===== config.mk =====
export PLATFORM = sky130hd
export DESIGN_NAME = multi_input_conditioner
export DESIGN_NICKNAME = d
export VERILOG_FILES = /design/src/rtl/multi_input_conditioner.sv
export SDC_FILE = /design/constraint.sdc
export NUM_CORES = 1
export LEC_CHECK = 0
export CAP_MARGIN = 20
export CORE_ASPECT_RATIO = 0.8
export CORE_MARGIN = 2
export CORE_UTILIZATION = 45
export DETAILED_ROUTE_END_ITERATION = 8
export PLACE_DENSITY_LB_ADDON = 0.12
export SLEW_MARGIN = 10
export SYNTH_ARGS = -nofsm -noshare
export SYNTH_HDL_FRONTEND = slang
export SYNTH_SLANG_ARGS = --single-unit
export TNS_END_PERCENT = 10

===== constraint.sdc =====
create_clock -name clk -period 3 [get_ports clk]
set_input_delay 0.3 -clock clk [delete_from_list [all_inputs] [get_ports clk]]
set_output_delay 0.3 -clock clk [all_outputs]
set_load 0.02 [all_outputs]

===== src/rtl/multi_input_conditioner.sv =====
// multi_input_conditioner: per-channel synchroniser, debounce filter and
// edge detector for noisy board inputs. Each channel also keeps sticky rise
// and fall event flags with a per-channel clear. A single registered interrupt
// reports any pending flag.
module multi_input_conditioner #(
    parameter int CHANNELS     = 4,
    parameter int SYNC_STAGES  = 2,
    parameter int WAITTIME     = 3,
    parameter int COUNTERWIDTH = 3
) (
    input  logic                clk,
    input  logic                reset,
    input  logic [CHANNELS-1:0] noisysignal,
    input  logic [CHANNELS-1:0] clear_events,
    output logic [CHANNELS-1:0] conditioned,
    output logic [CHANNELS-1:0] positiveedge,
    output logic [CHANNELS-1:0] negativeedge,
    output logic [CHANNELS-1:0] rise_event,
    output logic [CHANNELS-1:0] fall_event,
    output logic                irq
);

    // Terminal count: a new level is accepted on its WAITTIME-th consecutive differing cycle.
    localparam logic [COUNTERWIDTH-1:0] CNT_LAST = COUNTERWIDTH'(WAITTIME - 1);
    localparam logic [COUNTERWIDTH-1:0] CNT_ONE  = COUNTERWIDTH'(1);

    logic [CHANNELS-1:0]     sync_r     [SYNC_STAGES];
    logic [COUNTERWIDTH-1:0] cnt_r      [CHANNELS];
    logic [COUNTERWIDTH-1:0] cnt_next_s [CHANNELS];
    logic [CHANNELS-1:0]     stable_s;
    logic [CHANNELS-1:0]     differ_s;
    logic [CHANNELS-1:0]     accept_s;
    logic [CHANNELS-1:0]     rise_s;
    logic [CHANNELS-1:0]     fall_s;

    // Debounce decision per channel: count consecutive cycles the synchronised level disagrees with the accepted one.
    always_comb begin
        stable_s = sync_r[SYNC_STAGES-1];
        differ_s = stable_s ^ conditioned;
        accept_s = '0;
        for (int i = 0; i < CHANNELS; i++) begin
            cnt_next_s[i] = '0;
            if (differ_s[i]) begin
                if (cnt_r[i] == CNT_LAST) begin
                    accept_s[i]   = 1'b1;
                    cnt_next_s[i] = '0;
                end else begin
                    cnt_next_s[i] = cnt_r[i] + CNT_ONE;
                end
            end else begin
                cnt_next_s[i] = '0;
            end
        end
        rise_s = accept_s & stable_s;
        fall_s = accept_s & ~stable_s;
    end

    // Synchroniser chains: stage 0 captures the raw pins, later stages shift the value along.
    always_ff @(posedge clk) begin
        if (reset) begin
            for (int k = 0; k < SYNC_STAGES; k++) begin
                sync_r[k] <= '0;
            end
        end else begin
            sync_r[0] <= noisysignal;
            for (int k = 1; k < SYNC_STAGES; k++) begin
                sync_r[k] <= sync_r[k-1];
            end
        end
    end

    // Debounce counters; reset discards any partial count.
    always_ff @(posedge clk) begin
        if (reset) begin
            for (int i = 0; i < CHANNELS; i++) begin
                cnt_r[i] <= '0;
            end
        end else begin
            for (int i = 0; i < CHANNELS; i++) begin
                cnt_r[i] <= cnt_next_s[i];
            end
        end
    end

    // Accepted level and one-cycle edge pulses, updated on the same edge the new level is accepted.
    always_ff @(posedge clk) begin
        if (reset) begin
            conditioned  <= '0;
            positiveedge <= '0;
            negativeedge <= '0;
        end else begin
            conditioned  <= conditioned ^ accept_s;
            positiveedge <= rise_s;
            negativeedge <= fall_s;
        end
    end

    // Sticky event flags (a set on the clearing cycle wins) and the interrupt, one cycle behind the flags.
    always_ff @(posedge clk) begin
        if (reset) begin
            rise_event <= '0;
            fall_event <= '0;
            irq        <= 1'b0;
        end else begin
            rise_event <= (rise_event & ~clear_events) | rise_s;
            fall_event <= (fall_event & ~clear_events) | fall_s;
            irq        <= |(rise_event | fall_event);
        end
    end

endmodule


# ---- Word level (Yosys, flattened, before mapping)
# Memory sizes are Yosys's and may differ from the RTL's.
# Index checks and enable logic that the tools add are counted.
dict set report classes {
  add_sub_neg 4
  n_eq_ne 4
  muxes 25
  bitwise 17
  reduce_logical 1
}
# op count
set ops {}
lappend ops {{3-bit two-way mux} 12}
lappend ops {{4-bit AND} 4}
lappend ops {{3-bit by 1-bit adder with 3-bit output, second input constant} 4}
lappend ops {{3-bit by 2-bit equality test with 1-bit output, second input constant} 4}
lappend ops {{4-bit bitwise OR} 3}
lappend ops {{1-bit two-way mux} 11}
lappend ops {{4-bit two-way mux} 2}
lappend ops {{4-bit inverter} 2}
lappend ops {{4-bit bitwise XOR} 2}
lappend ops {{1-bit bitwise OR} 6}
lappend ops {{4-bit OR reduction} 1}
dict set report word_totals {
  regBits 21
  ramBits 20
  output_inout_bits 21
  elab_cells 59
  memories 2
}
# name words width read_ports rd_ports_with_merged_regs write_ports line_no
set mem_list {}
lappend mem_list {cnt_r 4 3 4 0 4 28} ;# logic [COUNTERWIDTH-1:0] cnt_r [CHANNELS];
lappend mem_list {sync_r 2 4 2 0 2 27} ;# logic [CHANNELS-1:0] sync_r [SYNC_STAGES];

# ---- Longest topological paths before layout
dict set report logic_depth {
  ltp_word 5
  ltp_mapped 5
  ltp_nobuf 5
}

# ---- Least setup slack after synthesis
# OpenSTA, ideal clock, no wires.
dict set report synth_timing {
  path_type {register to register}
  from {mem cnt_r[3][0]}
  to {reg fall_event[3]}
  setup_ns 0.114
  arrival_ns 0.935
  required_time_ns 2.886
  path_slack_ns 1.950
  path_stages_with_launch 6
  path_buffers 0
  period_less_slack_ns 1.050
  cell_sequence {dfxtp_1 inv_1 ha_1 nand2b_1 a2bb2oi_1 nor2_1}
}
# element line_no
set synth_rtl {}
lappend synth_rtl {{start: declaration} 28}
lappend synth_rtl {{end signal: assignment} 106} ;# fall_event <= (fall_event & ~clear_events) | fall_s;
lappend synth_rtl {{end: declaration} 19} ;# output logic [CHANNELS-1:0] fall_event,

==> metrics.md <==
| Metric | Value |
|---|---|
| Run status | complete, no violations |
| Area share of fa/ha/maj cells after synthesis | under 10% |
| Routed WL | about 2500 µm |
| Source of the worst register-to-register timing path | cnt_r[3][0] |
| Clock root buffer master | sky130_fd_sc_hd__clkbuf_8 |
| Class of the worst hold path | flop to flop |
| Post-route non-filler standard cell count | roughly 220 |
| Total negative setup slack | 0 ps |
| Initial antenna violation count | 0 |
| Synthesized-area fraction occupied by and/or/nand/nor cells | 25.5% |
| Flip-flop and latch count after synthesis | 41 |
| Leakage power summed over all cells | between 0.0007 and 0.0008 µW |
| Crit start category | flop |
| Number of synthesis warnings | 0 |
| Maximum buffer depth of the clock tree | 2 |
| WP data required | ~2700 ps |
| R2R depth | 5 |
| WL per Instance | approximately 11 µm |
| P per Cell Area | approximately 470 nW/µm² |
| Post-route DRC violation count | 0 |
| Gate family responsible for the most delay along the worst path | buffers and inverters |
| Num CTS Buffers | 5 |
| Int Pwr | 735 µW |
| Slew margin rel. | between 70% and 80% |
| Area leader, netlist | sky130_fd_sc_hd__dfxtp_1 |
| Fraction of power spent switching nets | about a fifth |
| Synth top area share | between 50% and 60% |
| Setup repair after global routing missed its margin | false |
| Diode insertion count for antenna repair | 0 |
| Total number of nets in the final design | 200 |
| Largest fanout on the critical path | 4 |
| Most common cell after layout, fill and taps aside | sky130_fd_sc_hd__dfxtp_1 |
| Die footprint | 3870 µm² |
| Number of rows in the core area | 18 |
| H-tree depth | 2 |
| Largest vdd supply drop | roughly 0.33 mV |
| Number of detailed-route iterations in the first pass | 4 |
| Largest family of logic cells by synthesized area | simple AND/OR/NAND/NOR gates |
| Data arrival time of the critical path | 1380 ps |
| Starting density of the core | 48.4% |
| Fmax achieved | just under 0.6 GHz |
| Buffers inserted during post-CTS setup optimization | 0 |
| Area Growth Syn to Fin | 28.9% |
| Mux share of post-synthesis cell area | under 10% |
| Fill cells | around 260 |
| Die X | slightly below 70 µm |
| Clock share of power | a little over a third |
| Area of the core | about 3200 µm² |
| Relative contribution of sequential cells to total power | 59.6% |
| Sinks on the clock net | 41 |
| Utilization after layout | between 60% and 70% |
| Via count of the first global-routing pass | between 1000 and 1500 |
| Placed wire-length estimate | approximately 1900 µm |
| Slack of the worst reg-to-reg path | 1820 ps |
| Combinational share of power | around 4.2% |
| Worst-skew pair later-pin latency | just under 300 ps |
| Number of I/O pins | 31 |
| Final Setup Violations | 0 |
| Xor-xnor portion of the synthesized cell area | 0% |
| Clock-pin slew reported for the worst setup and hold paths after clock tree synthesis | 70 ps |
| Cell with the largest stage delay on the worst path | sky130_fd_sc_hd__clkdlybuf4s50_1 |
| Finished Cell Area | between 1500 and 2000 µm² |
| Wire length of the first global-routing pass | around 4300 µm |
| Global-route usage over all layers | between 10% and 20% |
| Fraction of layout instances using a drive strength above 1 | around 8.7% |
| Hold violation total from the final report | 0 |
| Gpl congestion | between 0.7 and 0.8 |
| Compound-Gate Fraction of Synth Area | 8.20% |
| Post-route total power | 931 µW |
| Post-Synthesis Mean Instance Area | between 10 and 15 µm² |
| Number of maximum-capacitance violations | 0 |
| Via count | 1056 |
| Total standard cell area after synthesis | approximately 1500 µm² |
| Final Cycle Share | a little under three fifths |
| Mapped Nets | 165 |
| Post-detailed-route count of antenna-violating nets | 0 |
| Least-Margin Pin Slew | around 390 ps |
| Main area contributors after synthesis | sky130_fd_sc_hd__dfxtp_1 (54%), sky130_fd_sc_hd__ha_1 (6.6%), sky130_fd_sc_hd__nand2b_4 (5.4%) |
| Total congestion overflow after global routing | 0 |
| Switching power summed over all nets | slightly below 200 µW |
| Cell chain of the critical path | clkdlybuf4s50_1 |
| Setup crit end kind | output pin |
| Worst setup path category | flop to output pin |
| Count of cell types in the netlist | 18 |
| Hold Crit Depth | 1 |
| Worst Hold End | sync_r[0][4] |
| Peak per-stage delay on the critical path | between 600 and 700 ps |
| Via/cell ratio | 4.74 |
| CTS-repair resized insts | 0 |
| Skew final | about 4.8 ps |
| Commonest cells after routing, fill and taps aside | sky130_fd_sc_hd__dfxtp_1 (41), sky130_fd_sc_hd__clkdlybuf4s50_1 (30), sky130_fd_sc_hd__nor2_1 (16) |
| Start point of the worst min-delay path | sync_r[0][0] |
| CP Buf/Inv Count | 1 |
| Placed cell area | roughly 1900 µm² |
| Number of instances in the placed design | around 210 |
| Shortest period the worst path allows | about 1700 ps |
| Violation count after the first detailed-route iteration | 67 |
| Largest net degree at the start of global routing | 34 |
| Buffers on Ports | 30 |
| Sequential share of the synthesized area | 53.8% |
| Slew Viols, Final | 0 |
| TritonCTS clock tree | built |
| Cells after Synth | roughly 150 |
| Die Height | 56.1 µm |
| Hold buffer count at cts | 0 |
| Reg-to-reg critical path endpoint | fall_event[3] |
## state kept, by name (all words and copies together) (netlist names), named ones only
register	cells
cnt_r	12
sync_r	8
fall_event	4
negativeedge	4
positiveedge	4
rise_event	4
irq	1
## power groups by stage
stage / sequential (µW) / combinational, µW / clock [µW]
after floorplan: 567 / 21.0 / 0
after global placement: 567 / 34.0 / 0
after detailed placement: 568 / 35.0 / 0
after CTS: 555 / 35.2 / 350
after global routing: 556 / 43.4 / 372
final: 555 / 39.3 / 336
## how the worst max path moves through the flow
stage                     endpoint  slack [ps]  cells past startpoint
floorplan            fall_event[3]        1950                      5
global placement       cnt_r[3][2]        1140                      3
detailed placement     cnt_r[0][1]        1070                      3
CTS                 conditioned[0]        1320                      1
global route        conditioned[2]        1270                      1
finish              conditioned[0]        1320                      1
## worst reg2reg max path, cell delays in order (launching register included)
cell and delay (ps):
sky130_fd_sc_hd__dfxtp_1 370, sky130_fd_sc_hd__inv_1 60, sky130_fd_sc_hd__ha_1 220, sky130_fd_sc_hd__nand2b_1 170, sky130_fd_sc_hd__a2bb2oi_1 180, sky130_fd_sc_hd__nor2_1 50
## cells in the mapped netlist, drive strengths merged
library cell	instances
nor2b	11
nand2b	12
nor2	16
a21oi	5
a2bb2oi	8
nand2	8
buf	3
inv	8
mux2i	4
a21o	4
ha	8
nor3	16
and2b	1
dfxtp	41
nor4	2
## area by class of cell
type | count | area (µm²) | area share, %
flip-flops and latches | 41 | 821 | 41.8
inverters | 8 | 30.0 | 1.53
repair buffers | 31 | 328 | 16.7
multi-input cells | 95 | 654 | 33.3
well taps | 40 | 50.0 | 2.55
clock inverters | 2 | 10.0 | 0.509
clock buffers | 6 | 72.6 | 3.69
## metrics by stage
step | setup slack (ps) | hold slack, ps
floorplan | 1950 | 414
CTS | 1320 | 444
detailed placement | 1070 | 428
global placement | 1140 | 415
finish | 1320 | 440
global route | 1270 | 464
## kinds of logic after synthesis
group	after synthesis
AO/OA/AOI/OAI	17
multiplexers	4
buffers and inverters	11
adder cells (fa/ha/maj)	8
flip-flops	41
AND/OR/NAND/NOR	66
## per-layer routing
| metal | GRT usage [%] | routed length (µm) | up-vias |
|---|---|---|---|
| met3 | 7.79 | 204 | 7 |
| li1 | - | - | 557 |
| met1 | 18.1 | 1260 | 461 |
| met5 | 0 | 0 | - |
| met2 | 19.9 | 993 | 31 |
| met4 | 6.72 | 48 | 0 |
(Power assumes the default switching activity.)
